`src/rtl/seq_div_16bit_if.sv`:
```
// seq_div_16bit_if: start/done handshake and operand/result bundle for the sequential divider
interface seq_div_16bit_if #(parameter int WIDTH = 16);
  logic             start;
  logic [WIDTH-1:0] dividend;
  logic [WIDTH-1:0] divisor;
  logic             busy;
  logic             done;
  logic [WIDTH-1:0] quotient;
  logic [WIDTH-1:0] remainder;
  logic             Ovfl;
  logic             div_by_zero;
  modport master(output start, dividend, divisor,
                 input busy, done, quotient, remainder, Ovfl, div_by_zero);
  modport slave(input start, dividend, divisor,
                output busy, done, quotient, remainder, Ovfl, div_by_zero);
endinterface

```
`src/rtl/seq_div_16bit.sv`:
```
// seq_div_16bit: signed restoring divider, one quotient bit per cycle, saturating on /0 and MIN/-1
module seq_div_16bit #(
  parameter int WIDTH = 16
) (
  input logic            clk,
  input logic            rst_n,
  seq_div_16bit_if.slave bus
);
  localparam int CW = $clog2(WIDTH + 1);
  localparam logic [WIDTH-1:0] MAX = {1'b0, {(WIDTH-1){1'b1}}};
  localparam logic [WIDTH-1:0] MIN = ~MAX;
  typedef enum logic [1:0] {IDLE, CALC, FIX, DONE} state_t;
  state_t           state;
  logic [CW-1:0]    cnt;
  logic [WIDTH-1:0] q;
  logic [WIDTH:0]   r;
  logic [WIDTH:0]   dsr;
  logic [WIDTH-1:0] dvd_raw;
  logic             sa, sb, dz, mn1;
  logic [WIDTH:0]   a_ext, b_ext, a_mag, b_mag, sh;
  logic [WIDTH+1:0] diff;
  logic [WIDTH-1:0] q_s, r_s, q_fix, r_fix;
  always_comb begin
    a_ext = {bus.dividend[WIDTH-1], bus.dividend};
    b_ext = {bus.divisor[WIDTH-1], bus.divisor};
    a_mag = a_ext[WIDTH] ? -a_ext : a_ext;
    b_mag = b_ext[WIDTH] ? -b_ext : b_ext;
    sh    = {r[WIDTH-1:0], q[WIDTH-1]};
    diff  = {1'b0, sh} - {1'b0, dsr};
    q_s   = (sa ^ sb) ? -q : q;
    r_s   = sa ? -r[WIDTH-1:0] : r[WIDTH-1:0];
    q_fix = dz ? (sa ? MIN : MAX) : mn1 ? MAX : q_s;
    r_fix = dz ? dvd_raw : r_s;
  end
  // q doubles as the dividend shift register: its MSB feeds the remainder while quotient bits enter at the LSB
  always_ff @(posedge clk or negedge rst_n) begin
    if (!rst_n) begin
      state           <= IDLE;
      cnt             <= '0;
      q               <= '0;
      r               <= '0;
      dsr             <= '0;
      dvd_raw         <= '0;
      sa              <= 1'b0;
      sb              <= 1'b0;
      dz              <= 1'b0;
      mn1             <= 1'b0;
      bus.busy        <= 1'b0;
      bus.done        <= 1'b0;
      bus.quotient    <= '0;
      bus.remainder   <= '0;
      bus.Ovfl        <= 1'b0;
      bus.div_by_zero <= 1'b0;
    end else begin
      case (state)
        IDLE: if (bus.start) begin
          state    <= CALC;
          bus.busy <= 1'b1;
          cnt      <= '0;
          q        <= a_mag[WIDTH-1:0];
          r        <= '0;
          dsr      <= b_mag;
          dvd_raw  <= bus.dividend;
          sa       <= bus.dividend[WIDTH-1];
          sb       <= bus.divisor[WIDTH-1];
          dz       <= bus.divisor == '0;
          mn1      <= bus.dividend == MIN && bus.divisor == '1;
        end
        CALC: begin
          r     <= diff[WIDTH+1] ? sh : diff[WIDTH:0];
          q     <= {q[WIDTH-2:0], ~diff[WIDTH+1]};
          cnt   <= cnt + 1'b1;
          state <= cnt == CW'(WIDTH - 1) ? FIX : CALC;
        end
        FIX: begin
          bus.quotient    <= q_fix;
          bus.remainder   <= r_fix;
          bus.Ovfl        <= dz | mn1;
          bus.div_by_zero <= dz;
          bus.busy        <= 1'b0;
          bus.done        <= 1'b1;
          state           <= DONE;
        end
        DONE: begin
          bus.done <= 1'b0;
          state    <= IDLE;
        end
        default: state <= IDLE;
      endcase
    end
  end
endmodule

```
`src/flat_wrapper.sv`:
```
// flat-port wrapper written by rule: the top's interface ports become plain ports
module seq_div_16bit_flat 
#(
  parameter int WIDTH = 16
)
  (clk, rst_n, bus_start, bus_dividend, bus_divisor, bus_busy, bus_done, bus_quotient, bus_remainder, bus_Ovfl, bus_div_by_zero);
  seq_div_16bit_if #(.WIDTH(WIDTH)) bus_i ();
  input logic clk;
  input logic rst_n;
  input wire logic [$bits(bus_i.start)-1:0] bus_start;
  input wire logic [$bits(bus_i.dividend)-1:0] bus_dividend;
  input wire logic [$bits(bus_i.divisor)-1:0] bus_divisor;
  output wire logic [$bits(bus_i.busy)-1:0] bus_busy;
  output wire logic [$bits(bus_i.done)-1:0] bus_done;
  output wire logic [$bits(bus_i.quotient)-1:0] bus_quotient;
  output wire logic [$bits(bus_i.remainder)-1:0] bus_remainder;
  output wire logic [$bits(bus_i.Ovfl)-1:0] bus_Ovfl;
  output wire logic [$bits(bus_i.div_by_zero)-1:0] bus_div_by_zero;
  assign bus_i.start = bus_start;
  assign bus_i.dividend = bus_dividend;
  assign bus_i.divisor = bus_divisor;
  assign bus_busy = bus_i.busy;
  assign bus_done = bus_i.done;
  assign bus_quotient = bus_i.quotient;
  assign bus_remainder = bus_i.remainder;
  assign bus_Ovfl = bus_i.Ovfl;
  assign bus_div_by_zero = bus_i.div_by_zero;
  seq_div_16bit #(.WIDTH(WIDTH)) u_core (.clk(clk), .rst_n(rst_n), .bus(bus_i));
endmodule
```
`config.mk`:
```
export PLATFORM = sky130hd
export DESIGN_NAME = seq_div_16bit_flat
export DESIGN_NICKNAME = d
export VERILOG_FILES = /design/src/rtl/seq_div_16bit_if.sv /design/src/rtl/seq_div_16bit.sv /design/src/flat_wrapper.sv
export SDC_FILE = /design/constraint.sdc
export NUM_CORES = 1
export LEC_CHECK = 0
export CAP_MARGIN = 30
export CORE_MARGIN = 2
export CORE_UTILIZATION = 56
export DETAILED_ROUTE_END_ITERATION = 8
export GPL_TIMING_DRIVEN = 0
export PLACE_DENSITY = 0.81
export SLEW_MARGIN = 10
export SYNTH_ARGS = -nofsm -noshare
export SYNTH_HDL_FRONTEND = slang
export SYNTH_SLANG_ARGS = --single-unit
```
`constraint.sdc`:
```
create_clock -name clk -period 2.6 [get_ports clk]
set_input_delay 0.52 -clock clk [delete_from_list [all_inputs] [get_ports clk]]
set_output_delay 0.52 -clock clk [all_outputs]
set_load 0.02 [all_outputs]
```
==> Implementation_results.wiki <==
{| class="wikitable"
! Metric !! Value
|-
| Start point of the critical path || u_core.r[0]
|-
| Overall track demand over capacity in global routing || between 30% and 40%
|-
| Top delay family on crit path || compound AO/OA/AOI/OAI gates
|-
| Vias after detailed routing || roughly 6400
|-
| Sum of net half-perimeters after detailed placement || 14.5 mm
|-
| Number of levels the H-tree was split into || 3
|-
| R2R setup slack || around 0.035 ns
|-
| Global-route wire length before repair || between 30 and 40 mm
|-
| CTS Hold Bufs || 0
|-
| Max-Cap Viols || 0
|-
| Most instantiated flip-flop cell in the synthesis netlist || sky130_fd_sc_hd__dfrtp_1
|-
| Sequential fraction of the synthesis area || between 40% and 50%
|-
| Residual DRC || 0
|-
| CP Data Required Time || around 2.8 ns
|-
| Syn Nets || about 830
|-
| Maximum buffer depth of the clock tree || 2
|-
| Die height || approximately 110 µm
|-
| Transition time at the pin with the least slew margin || 0.682 ns
|-
| Data arrival at the endpoint of the critical path || 2.79 ns
|-
| Area of the die || about 13000 µm²
|-
| Diode count || 0
|-
| Power density relative to cell area || ~1500 nW/µm²
|-
| Final Wtd Congestion || between 0.9 and 1
|-
| Latest clock arrival within the worst-skew pair || between 0.3 and 0.4 ns
|-
| Average via count per standard cell || between 6 and 7
|-
| CTS tree || yes
|-
| Final min period || approximately 2.6 ns
|-
| Area of the mapped netlist || around 6800 µm²
|-
| Post-synth EDFFs || 0
|-
| Grt ovf || 0
|-
| Worst setup slack after placement || -0.346 ns
|-
| Port-buffer cells || 70
|-
| Crit-path cells || ha_1, nor2b_1, o31a_1, a41oi_4, a211o_1, buf_4, a41oi_1, o31ai_1
|-
| Capture instance of the worst register-to-register path || u_core.r[15]
|-
| Critical path depth in cells || 8
|-
| CP Capture Type || flop
|-
| Inserted Clock Buffers || 9
|-
| # placed instances || just under 1000
|-
| Unique cell type count in the Yosys netlist || 60
|-
| Initial drt markers || roughly 640
|-
| Type of the most critical hold path || in -> async
|-
| Standard-cell row count || 40
|-
| Period utilization || a little over nine tenths
|-
| Average detailed-routed wire length per instance || ~19 µm
|-
| Number of warnings issued by yosys || 0
|-
| Floorplan Core Area || between 10000 and 15000 µm²
|-
| Core Util, Final || 67.9%
|-
| Final setup margin || roughly 0.035 ns
|-
| Slowest stage cell, crit path || sky130_fd_sc_hd__dfrtp_2
|-
| Highest net fanout along the worst path || 10
|-
| Critical path destination || u_core.r[15]
|-
| Initial standard-cell utilization of the core || between 50% and 60%
|-
| Mean instance size in the synthesized netlist || around 8.8 µm²
|-
| Number of nets still failing antenna checks after routing || 0
|-
| Setup crit start kind || flop
|-
| Final net count || ~920
|-
| RR Startpoint || u_core.r[0]
|-
| Antenna violations before repair || 0
|-
| DRT Wirelength || approximately 19 mm
|-
| Layout-stage area growth over the synthesis result || 19.6%
|-
| Buffers and inverters on the worst path || 1
|-
| Final Slew Violations || 0
|-
| Logic depth of the worst register-to-register path || 8
|-
| Critical path class || reg -> reg
|-
| Number of storage elements in the synthesis netlist || approximately 110
|-
| Post-route non-filler standard cell count || a little over 1000
|-
| Share of synthesized flip-flops with an asynchronous set or reset || between 90% and 100%
|-
| Largest vdd supply drop || roughly 1.3 mV
|-
| Layout cell share with drive strength beyond 1 || 6.75%
|-
| Upper clock frequency limit || a little under 400 MHz
|-
| First-pass iteration count of the detailed router || 5
|-
| Delay of the slowest cell on the worst path || 0.48 ns
|-
| Clock transition at the registers of the reported paths || roughly 0.070 ns
|-
| Root buf cell || sky130_fd_sc_hd__clkbuf_16
|-
| Status || completed
|-
| Max_slew headroom || a little over half
|-
| Number of hold violations in the final report || 0
|-
| # IOs || just over 70
|-
| Post-Route Skew || 0.0106 ns
|-
| Gate count after technology mapping || a little under 800
|-
| Die Span X || between 100 and 150 µm
|-
| Static power due to leakage || around 3.5 nW
|-
| Vias in the first global route || between 5000 and 6000
|-
| Maximum number of pins on one net before global-route repair || 80
|-
| Sink Count || approximately 110
|-
| Final setup fails || 0
|}
==> worst reg2reg max path, stage by stage (launching register included) <==
cell,delay [ns]
sky130_fd_sc_hd__dfrtp_2,0.48
sky130_fd_sc_hd__ha_1,0.30
sky130_fd_sc_hd__nor2b_1,0.26
sky130_fd_sc_hd__o31a_1,0.30
sky130_fd_sc_hd__a41oi_4,0.20
sky130_fd_sc_hd__a211o_1,0.35
sky130_fd_sc_hd__buf_4,0.19
sky130_fd_sc_hd__a41oi_1,0.26
sky130_fd_sc_hd__o31ai_1,0.10
==> per-stage QoR <==
stage / area (µm²) / total power, W / hold slack, ns / TNS, ns
after floorplan: 6760 / 0.00780 / 0.224 / 0
after global placement: 7640 / 0.00959 / 0.459 / -344.46
after detailed placement: 7670 / 0.00990 / 0.433 / -7.36
after CTS: 7990 / 0.0113 / 0.0561 / 0
after global routing: 8090 / 0.0126 / 0.0786 / -0.354
final: 8090 / 0.0117 / 0.0530 / 0
==> per-layer routing <==
| metal | track usage (%) | share of wire, % |
|---|---|---|
| met2 | 49.8 | 49 |
| met1 | 38.4 | 40 |
| met4 | 16.3 | 4.5 |
| met3 | 4.62 | 7.0 |
| met5 | 0 | 0 |
==> cell usage in the layout, fill, tap and decap left out, types with 3 or more instances in the layout <==
master                            netlist  final
sky130_fd_sc_hd__a41oi_1                8      7
sky130_fd_sc_hd__o221ai_1               4      4
sky130_fd_sc_hd__dfrtp_2                0      3
sky130_fd_sc_hd__dfrtp_1              111    108
sky130_fd_sc_hd__clkbuf_16              0      9
sky130_fd_sc_hd__nor4_1                 5      4
sky130_fd_sc_hd__clkdlybuf4s50_1        0     68
sky130_fd_sc_hd__nand4_1                7      7
sky130_fd_sc_hd__nand3_1               17     17
sky130_fd_sc_hd__o211ai_1               7      7
sky130_fd_sc_hd__a21oi_1               42     38
sky130_fd_sc_hd__mux2_2                 3      3
sky130_fd_sc_hd__a22oi_1               16     16
sky130_fd_sc_hd__a21oi_2                0      4
sky130_fd_sc_hd__xor2_1                37     37
sky130_fd_sc_hd__o41ai_1                6      6
sky130_fd_sc_hd__xnor2_1               27     27
sky130_fd_sc_hd__nand2_1              126    126
sky130_fd_sc_hd__nor2_1                32     29
sky130_fd_sc_hd__ha_2                   0      3
sky130_fd_sc_hd__inv_1                 32     31
sky130_fd_sc_hd__and3_1                12     11
sky130_fd_sc_hd__or3_1                  6      6
sky130_fd_sc_hd__a21boi_0               4      4
sky130_fd_sc_hd__mux2i_1                8      8
sky130_fd_sc_hd__o31ai_1               23     22
sky130_fd_sc_hd__nor2_2                 0      3
sky130_fd_sc_hd__buf_1                  3      4
sky130_fd_sc_hd__clkbuf_1              38     33
sky130_fd_sc_hd__nor3_1                13     12
sky130_fd_sc_hd__or4_1                 10     10
sky130_fd_sc_hd__a211oi_1               3      3
sky130_fd_sc_hd__o21ai_0               74     74
sky130_fd_sc_hd__nand2b_1               4      4
sky130_fd_sc_hd__buf_4                  0      6
sky130_fd_sc_hd__a31oi_1                3      3
sky130_fd_sc_hd__ha_1                  24     20
sky130_fd_sc_hd__nor2b_1                7      7
sky130_fd_sc_hd__a21o_1                25     25
==> Yosys cell counts, types with 2 or more instances <==
cell / instances / area, µm²
sky130_fd_sc_hd__o41ai_1: 6 / 52.6
sky130_fd_sc_hd__o21ai_0: 74 / 370
sky130_fd_sc_hd__a22oi_1: 16 / 120
sky130_fd_sc_hd__nor2b_1: 7 / 43.8
sky130_fd_sc_hd__nor4b_1: 2 / 17.5
sky130_fd_sc_hd__xor2_1: 37 / 324
sky130_fd_sc_hd__a31o_2: 2 / 17.5
sky130_fd_sc_hd__o211ai_1: 7 / 52.6
sky130_fd_sc_hd__mux2_2: 3 / 33.8
sky130_fd_sc_hd__buf_2: 2 / 10.0
sky130_fd_sc_hd__mux2i_1: 8 / 80.1
sky130_fd_sc_hd__a41oi_1: 8 / 70.1
sky130_fd_sc_hd__a21o_1: 25 / 188
sky130_fd_sc_hd__clkbuf_1: 38 / 143
sky130_fd_sc_hd__a211oi_1: 3 / 22.5
sky130_fd_sc_hd__and3_1: 12 / 75.1
sky130_fd_sc_hd__a31oi_1: 3 / 18.8
sky130_fd_sc_hd__nor4_1: 5 / 31.3
sky130_fd_sc_hd__nor3_1: 13 / 65.1
sky130_fd_sc_hd__nand2_1: 126 / 473
sky130_fd_sc_hd__dfrtp_1: 111 / 2780
sky130_fd_sc_hd__o21a_1: 2 / 15.0
sky130_fd_sc_hd__or3_1: 6 / 37.5
sky130_fd_sc_hd__nand4_1: 7 / 43.8
sky130_fd_sc_hd__inv_1: 32 / 120
sky130_fd_sc_hd__a21oi_1: 42 / 210
sky130_fd_sc_hd__nand3_1: 17 / 85.1
sky130_fd_sc_hd__xnor2_1: 27 / 236
sky130_fd_sc_hd__o22ai_1: 2 / 12.5
sky130_fd_sc_hd__nor2_1: 32 / 120
sky130_fd_sc_hd__a221oi_1: 2 / 17.5
sky130_fd_sc_hd__or4_1: 10 / 75.1
sky130_fd_sc_hd__buf_1: 3 / 11.3
sky130_fd_sc_hd__o31ai_1: 23 / 173
sky130_fd_sc_hd__o221ai_1: 4 / 35.0
sky130_fd_sc_hd__ha_1: 24 / 300
sky130_fd_sc_hd__a21boi_0: 4 / 30.0
sky130_fd_sc_hd__nand2b_1: 4 / 25.0
==> cell type report <==
| cell class | instances | area [µm²] |
|---|---|---|
| flip-flops and latches | 111 | 2780 |
| clock inverters | 5 | 33.8 |
| well taps | 147 | 184 |
| multi-input cells | 585 | 3800 |
| plain buffers | 40 | 156 |
| fillers | 984 | 3830 |
| inverters | 32 | 120 |
| clock buffers | 10 | 239 |
| repair buffers | 76 | 769 |
==> worst min path at each step <==
stage | slack, ns | endpoint | startpoint | depth (start not counted)
after global placement | 0.46 | u_core.bus.quotient[12] | u_core.bus.quotient[12] | 1
after floorplan | 0.22 | asynchronous set/reset pin | rst_n | 0
final | 0.05 | u_core.bus.busy | rst_n | 1
after global routing | 0.08 | u_core.bus.busy | rst_n | 1
after CTS | 0.06 | u_core.bus.done | rst_n | 1
after detailed placement | 0.43 | u_core.bus.done | rst_n | 1
==> flip-flops by register name (all words and copies together) (netlist names), 5 cells and up, named ones only <==
name	flops
u_core.dsr	17
u_core.bus.remainder	16
u_core.q	16
u_core.dvd_raw	15
u_core.cnt	5
u_core.bus.quotient	16
u_core.r	16
==> timing repair <==
item / 4_1_cts / 5_1_grt
buffers inserted: 0 / 5
pin swaps: 1 / 4
setup endpoints to repair: 17 / 27
gates resized for setup: 9 / 21
==> report_power, final <==
group          internal (W)  switching (W)  total (W)
Sequential          0.00256       0.000826    0.00339
Clock              0.000672       0.000641    0.00131
Combinational       0.00299        0.00404    0.00703
==> logic make-up after synthesis <==
family | Yosys count | share of synthesized area [%]
buffers and inverters | 75 | 4.20
AND/OR/NAND/NOR | 248 | 17.1
adder cells (fa/ha/maj) | 25 | 4.74
flip-flops | 111 | 41.1
multiplexers | 11 | 1.68
XOR/XNOR | 64 | 8.29
AO/OA/AOI/OAI | 237 | 22.9
Power figures use the tool's default switching activity.
